[src/rtl/instr_fetch_queue.sv]
// Instruction prefetch queue: issues sequential fetches and buffers {pc, instr} pairs.
// Latency: request 1 cycle after issue decision; valid_o 1 cycle after ack (same cycle with FETCH_QUEUE_BYPASS_EN).
// Backpressure: decode stalls by holding deq_i low; no request is issued once the queue would fill.
module instr_fetch_queue #(
   parameter int          DEPTH    = 4,
   parameter logic [31:0] RESET_PC = 32'h0
) (
   input  logic                       clk_i,
   input  logic                       rst_i,
   input  logic                       start_i,
   output logic                       imem_req_o,
   output logic [31:0]                imem_addr_o,
   input  logic                       imem_ack_i,
   input  logic [31:0]                imem_instr_i,
   input  logic                       redirect_i,
   input  logic [31:0]                redirect_pc_i,
   input  logic                       deq_i,
   output logic                       valid_o,
   output logic [31:0]                instr_o,
   output logic [31:0]                pc_o,
   output logic [$clog2(DEPTH+1)-1:0] count_o
);

   localparam int PW = $clog2(DEPTH);
   localparam int CW = $clog2(DEPTH+1);

   typedef enum logic [1:0] {S_IDLE, S_WAIT, S_DROP} state_t;

   state_t          state_q, state_d;
   logic [31:0]     fetch_pc_q, fetch_pc_d;
   logic            req_q, req_d;
   logic [31:0]     addr_q, addr_d;
   logic [PW-1:0]   wr_q, wr_d, rd_q, rd_d;
   logic [CW-1:0]   cnt_q, cnt_d;
   logic [31:0]     pc_mem_q    [DEPTH];
   logic [31:0]     instr_mem_q [DEPTH];

   logic            ack_wait;   // response for a live request arrives this cycle
   logic            cont;       // enough room to keep fetching after this response
   logic            issue;
   logic            push;
   logic            pop;
   logic            bypass;

   assign ack_wait = (state_q == S_WAIT) && imem_ack_i && !redirect_i;
   // Same-cycle dequeue is deliberately not credited, so the check uses the current count.
   assign cont     = start_i && ((cnt_q + CW'(1)) < CW'(DEPTH));

   // State register
   always_ff @(posedge clk_i) begin
      if (!rst_i) state_q <= S_IDLE;
      else        state_q <= state_d;
   end

   // Next-state logic; redirect turns a live request into one whose response is dropped
   always_comb begin
      state_d = state_q;
      case (state_q)
         S_IDLE: begin
            if (!redirect_i && start_i && (cnt_q < CW'(DEPTH))) state_d = S_WAIT;
         end
         S_WAIT: begin
            if (imem_ack_i) begin
               if (redirect_i || !cont) state_d = S_IDLE;
            end else if (redirect_i) begin
               state_d = S_DROP;
            end
         end
         S_DROP: begin
            if (imem_ack_i) state_d = S_IDLE;
         end
         default: state_d = S_IDLE;
      endcase
   end

   // Output/datapath control: request issue, push/pop, pointer and pc updates
   always_comb begin
      issue = 1'b0;
      if (!redirect_i) begin
         if (state_q == S_IDLE) issue = start_i && (cnt_q < CW'(DEPTH));
         else if (ack_wait)     issue = cont;
      end

`ifdef FETCH_QUEUE_BYPASS_EN
      bypass = ack_wait && (cnt_q == '0);
      push   = ack_wait && !(bypass && deq_i);
`else
      bypass = 1'b0;
      push   = ack_wait;
`endif
      pop    = deq_i && (cnt_q != '0) && !redirect_i;

      req_d  = issue;
      addr_d = addr_q;
      if (issue) addr_d = (state_q == S_IDLE) ? fetch_pc_q : fetch_pc_q + 32'd4;

      fetch_pc_d = fetch_pc_q;
      if (redirect_i)    fetch_pc_d = {redirect_pc_i[31:2], 2'b00};
      else if (ack_wait) fetch_pc_d = fetch_pc_q + 32'd4;

      wr_d  = wr_q;
      rd_d  = rd_q;
      cnt_d = cnt_q;
      if (redirect_i) begin
         wr_d  = '0;
         rd_d  = '0;
         cnt_d = '0;
      end else begin
         if (push) wr_d = wr_q + PW'(1);
         if (pop)  rd_d = rd_q + PW'(1);
         cnt_d = cnt_q + CW'(push) - CW'(pop);
      end
   end

   // Control registers
   always_ff @(posedge clk_i) begin
      if (!rst_i) begin
         fetch_pc_q <= RESET_PC;
         req_q      <= 1'b0;
         addr_q     <= '0;
         wr_q       <= '0;
         rd_q       <= '0;
         cnt_q      <= '0;
      end else begin
         fetch_pc_q <= fetch_pc_d;
         req_q      <= req_d;
         addr_q     <= addr_d;
         wr_q       <= wr_d;
         rd_q       <= rd_d;
         cnt_q      <= cnt_d;
      end
   end

   // Circular entry storage; cleared on reset so the head reads zero
   always_ff @(posedge clk_i) begin
      if (!rst_i) begin
         for (int i = 0; i < DEPTH; i++) begin
            pc_mem_q[i]    <= '0;
            instr_mem_q[i] <= '0;
         end
      end else if (push) begin
         pc_mem_q[wr_q]    <= fetch_pc_q;
         instr_mem_q[wr_q] <= imem_instr_i;
      end
   end

   assign imem_req_o  = req_q;
   assign imem_addr_o = addr_q;
   assign count_o     = cnt_q;

   // Head presentation; bypass forwards the live response into an empty queue
   always_comb begin
      valid_o = (cnt_q != '0);
      instr_o = instr_mem_q[rd_q];
      pc_o    = pc_mem_q[rd_q];
      if (bypass) begin
         valid_o = 1'b1;
         instr_o = imem_instr_i;
         pc_o    = fetch_pc_q;
      end
   end

endmodule
[config.mk]
export PLATFORM = sky130hd
export DESIGN_NAME = instr_fetch_queue
export DESIGN_NICKNAME = d
export VERILOG_FILES = /design/src/rtl/instr_fetch_queue.sv
export SDC_FILE = /design/constraint.sdc
export NUM_CORES = 1
export LEC_CHECK = 0
export BUFFER_PORTS_ARGS = -buffer_cell sky130_fd_sc_hd__buf_2
export CAP_MARGIN = 20
export CORE_UTILIZATION = 30
export CTS_BUF_LIST = sky130_fd_sc_hd__clkbuf_4
export CTS_CLUSTER_DIAMETER = 60
export CTS_CLUSTER_SIZE = 10
export DETAILED_ROUTE_END_ITERATION = 6
export GPL_TIMING_DRIVEN = 0
export SETUP_SLACK_MARGIN = 0.2
export SLEW_MARGIN = 20
export SYNTH_ARGS = -nofsm -noshare
export SYNTH_HDL_FRONTEND = slang
export SYNTH_SLANG_ARGS = --single-unit
[constraint.sdc]
create_clock -name clk_i -period 9.06 [get_ports clk_i]
set_input_delay 1.359 -clock clk_i [delete_from_list [all_inputs] [get_ports clk_i]]
set_output_delay 1.359 -clock clk_i [all_outputs]
set_load 0.02 [all_outputs]
### Word level (Yosys, flattened, before mapping)

Memories as Yosys holds them, arrays and structs flattened. A register that Yosys moved wholly into a read port is not among the register bits.
Cells that the tools add are included.

| word-level totals | value |
|---|---|
| RAM bits | 256 |
| register bits | 74 |
| output and inout port bits | 101 |
| logic and storage cells | 69 |
| memories kept | 2 |

Memories:

| name | words | bits a word | read ports | clocked after Yosys merged registers in | wr ports | RTL line | text |
|---|---|---|---|---|---|---|---|
| instr_mem_q | 4 | 32 | 1 | 1 | 4 | 36 | `logic [31:0] instr_mem_q [DEPTH];` |
| pc_mem_q | 4 | 32 | 1 | 1 | 4 | 35 | `logic [31:0] pc_mem_q [DEPTH];` |

| operators by class | value |
|---|---|
| bitwise logic cells | 1 |
| muxes and demuxes | 26 |
| eq/ne operators | 6 |
| $lt $le $gt $ge | 2 |
| reduce and logical (&&, ||, !) cells | 18 |
| add/subtract/negate cells | 6 |

Operators with widths:

| kind | number |
|---|---|
| 2-to-1 mux 32 bit | 5 |
| OR reduction 32 bit | 2 |
| adder 32 x 3 -> 32 bit, second input constant | 1 |
| 2-to-1 mux 2 bit | 11 |
| 2-to-1 mux 1 bit | 9 |
| logical AND 1 bit | 8 |
| less-than comparator 3 bit, second input constant | 2 |
| one-hot mux 2 bit (3 select lines) | 1 |
| adder 2 x 1 -> 2 bit, second input constant | 2 |
| != test 2 bit, second input constant | 2 |
| AND reduction 4 bit | 1 |
| adder 3 x 1 -> 3 bit | 1 |
| adder 3 x 1 -> 3 bit, second input constant | 1 |
| != test 3 x 2 -> 1 bit, second input constant | 1 |
| != test 3 bit, second input constant | 1 |
| nonzero test 3 bit | 1 |
| subtractor 3 x 1 -> 3 bit | 1 |
| equality test 2 x 1 -> 1 bit, second input constant | 1 |
| equality test 2 bit, second input constant | 1 |
| logical NOT 1 bit | 2 |
| logical NOT 2 bit | 1 |
| nonzero test 2 bit | 1 |
| OR reduction 2 bit | 1 |
| logical OR 1 bit | 1 |
| inverter 1 bit | 1 |

### Logic depth before layout (Yosys ltp)

| depth | value |
|---|---|
| depth after elaboration | 8 |
| depth in mapped cells | 10 |
| depth with buffers taken out | 9 |

### Worst setup path before layout

Ideal clock, no wire load.

| path | value |
|---|---|
| path kind | input -> register |
| start | in redirect_i |
| end | mem instr_mem_q[0][0], enable pin |
| arrival time | 6660 ps |
| stages on the path | 4 |
| buffers on the path | 1 |
| slack | 1826 ps |
| cell sequence | clkbuf_1 nor4bb_1 inv_1 o31ai_1 |

RTL lines:

| element | RTL line | text |
|---|---|---|
| from (decl) | 15 | `input logic redirect_i,` |
| to (decl) | 36 |  |

==> reports/qor.txt <==
Status -> complete, no violations
Hold Buf Count CTS -> 0
Met2 Use GR -> 0.2707
Sum of negative setup slack -> 0 ns
1st-iter DRT viols -> 812
Post-CTS sizing -> 0
Most Crowded Layer GR -> met2
Required time of the critical path -> 7.70 ns
I/O Pins -> 171
HPWL after DPL -> 29070 µm
Global-route met1 utilization -> 0.2281
Routed WL -> 41250 µm
DIE AREA -> 0.04971 mm²
First-pass GRT wire length -> 61380 µm
Max Cap Violations -> 0
Max Root-Sink Buffers -> 3
Die Span X -> 223.0 µm
Buffers on Ports -> 164
Critical path capture point type -> output port
PwrDens -> 157.6 mW/mm²
Hold slack -> 0.5164 ns
Vias in the first global route -> 9905
Largest net degree at the start of global routing -> 34
Async SR Flop Fraction -> 0
Initial antenna violation count -> 1
Worst-skew pair later-pin latency -> 0.69 ns
Slew headroom -> 0.3463
Clock slew seen by the registers of the worst setup and hold paths -> 0.12 ns
Post-route minimum period -> 4.588 ns
CTS sink cnt -> 320
Core Footprint -> 0.04795 mm²
Final setup violation count -> 0
Final net count -> 1401
Total power -> 2676 µW
Ys Warns -> 0
Detail Route Antenna Nets -> 0
Number of library cell types mapped by synthesis -> 54
Layout area overhead -> 15.97%
All-Layer GR Usage -> 0.1644
Vias/cell -> 5.132
Clock Skew -> 0.02978 ns
CTS tree -> built
CTS Buf Count -> 38
Max Fclk -> 217.9 MHz
RSZ-0062 raised after global routing -> false
Fraction of layout cells with a size suffix above 1 -> 0.2489
Fill count -> 4724
CP Class -> register to output port
CP Data Arrival Time -> 3.23 ns
Syn avg cell area -> 13.26 µm²
Tightest Pin Transition -> 0.9763 ns
Setup Fix Bufs, Post-CTS -> 0
Synthesized cell area -> 0.01465 mm²
Leakage -> 0.006243 µW
Routed WL per cell -> 21.06 µm
Root buf cell -> clkbuf_4
Design area -> 0.01699 mm²
DR vias -> 10050
Min-delay worst type -> register to register
Final hold vios -> 0
Most common library cell in the layout ignoring fill and taps -> edfxtp_1
Max rail drop VDD -> 0.00007905 V
Htree depth -> 2
Period utilization -> 0.5064
Initial core utilization -> 0.3055
Post-synthesis sequential area ratio -> 0.6068
Startpoint types -> register
Post-synthesis cell count -> 1105
Slew Viols, Final -> 0
Area post-placement -> 0.01657 mm²
Global route overflow -> 0
Num rows -> 80
Met3 usage -> 0.02423
Yosys reg bits -> 320
EDFF count, synth -> 248
TritonRoute pass-1 iters -> 5
Most frequent cells in the layout -> edfxtp_1, and2_1, buf_2, clkbuf_1, dfxtp_1
DRC -> 0
Placer Congestion -> 0.8568
Critical path fanouts, max -> 10
Most used DFF post-synth -> edfxtp_1
Die height -> 223.0 µm
==> state kept, by name (all words and copies together), names as in the netlist, named ones only <==
| signal | count |
|---|---|
| rd_q | 2 |
| instr_mem_q | 128 |
| imem_req_o | 1 |
| state_q | 2 |
| fetch_pc_q | 30 |
| imem_addr_o | 30 |
| wr_q | 2 |
| pc_mem_q | 120 |
| count_o | 3 |
==> logic make-up after synthesis <==
group / share of synthesized area
buf+inv: 0.03793
mux: 0.09738
fa+ha+maj: 0.003930
simple gates: 0.1784
compound gates: 0.05800
flops: 0.6068
xor+xnor: 0.01734
other cells: 0.0002560
==> per-stage QoR <==
step | setup WS, ns | util | cells
final | 4.472 | 0.3543 | 1959
after global routing | 4.175 | 0.3543 | 1959
after CTS | 4.331 | 0.3542 | 1957
after global placement | -2.583 | 0.3389 | 1887
after floorplan | 1.826 | - | 1108
after detailed placement | 4.533 | 0.3456 | 1902
==> routing by layer <==
layer / wire length [µm] / up-vias
li1: - / 4624
met1: 18480 / 5014
met2: 19790 / 353
met3: 2276 / 63
met4: 706 / 0
met5: 0 / -
==> Yosys cell counts, drive strengths merged (21+ instances only) <==
cell | count | area (µm²)
nand2 | 22 | 82.58
buf | 35 | 197.7
dfxtp | 72 | 1441
o31ai | 21 | 157.7
or4 | 22 | 165.2
and3 | 62 | 387.9
a311oi | 24 | 210.2
clkbuf | 85 | 324.1
nor2 | 27 | 101.4
nor3 | 40 | 200.2
edfxtp | 248 | 7447
and2 | 182 | 1139
o21ai | 37 | 185.2
mux4 | 62 | 1396
==> path summary, 6_finish.rpt <==
kind,startpoint,end,slack [ns],depth (start not counted)
worst max-delay path,register,pc_o[14],4.47,4
worst min-delay path,imem_addr_o[2],imem_addr_o[2],0.52,2
worst max register to register,wr_q[1],pc_mem_q[2][30],5.97,6
worst min register to register,imem_addr_o[2],imem_addr_o[2],0.52,2
==> power breakdown <==
group	internal [µW]	switching [µW]
clock network	274	489
registers	1630	21.7
logic	90.8	167
total	2000	678
==> critical path: stages (launching register included) <==
cell	delay (ns)
dfxtp_1	0.33
clkbuf_1	0.62
buf_1	0.74
mux4_2	0.67
buf_2	0.19
==> area by class of cell <==
| type | count | area [µm²] | share of cell area |
|---|---|---|---|
| Buffer | 120 | 521.8 | 0.03071 |
| Timing Repair Buffer | 179 | 1096 | 0.06452 |
| Tap cell | 615 | 769.5 | 0.04530 |
| Clock inverter | 7 | 53.80 | 0.003167 |
| Antenna cell | 2 | 5.005 | 0.0002946 |
| Inverter | 9 | 33.78 | 0.001989 |
| Multi-Input combinational cell | 659 | 5259 | 0.3096 |
| Clock buffer | 48 | 360.3 | 0.02121 |
| Sequential cell | 320 | 8889 | 0.5232 |
Note: power is estimated with default switching activity, not from simulation.
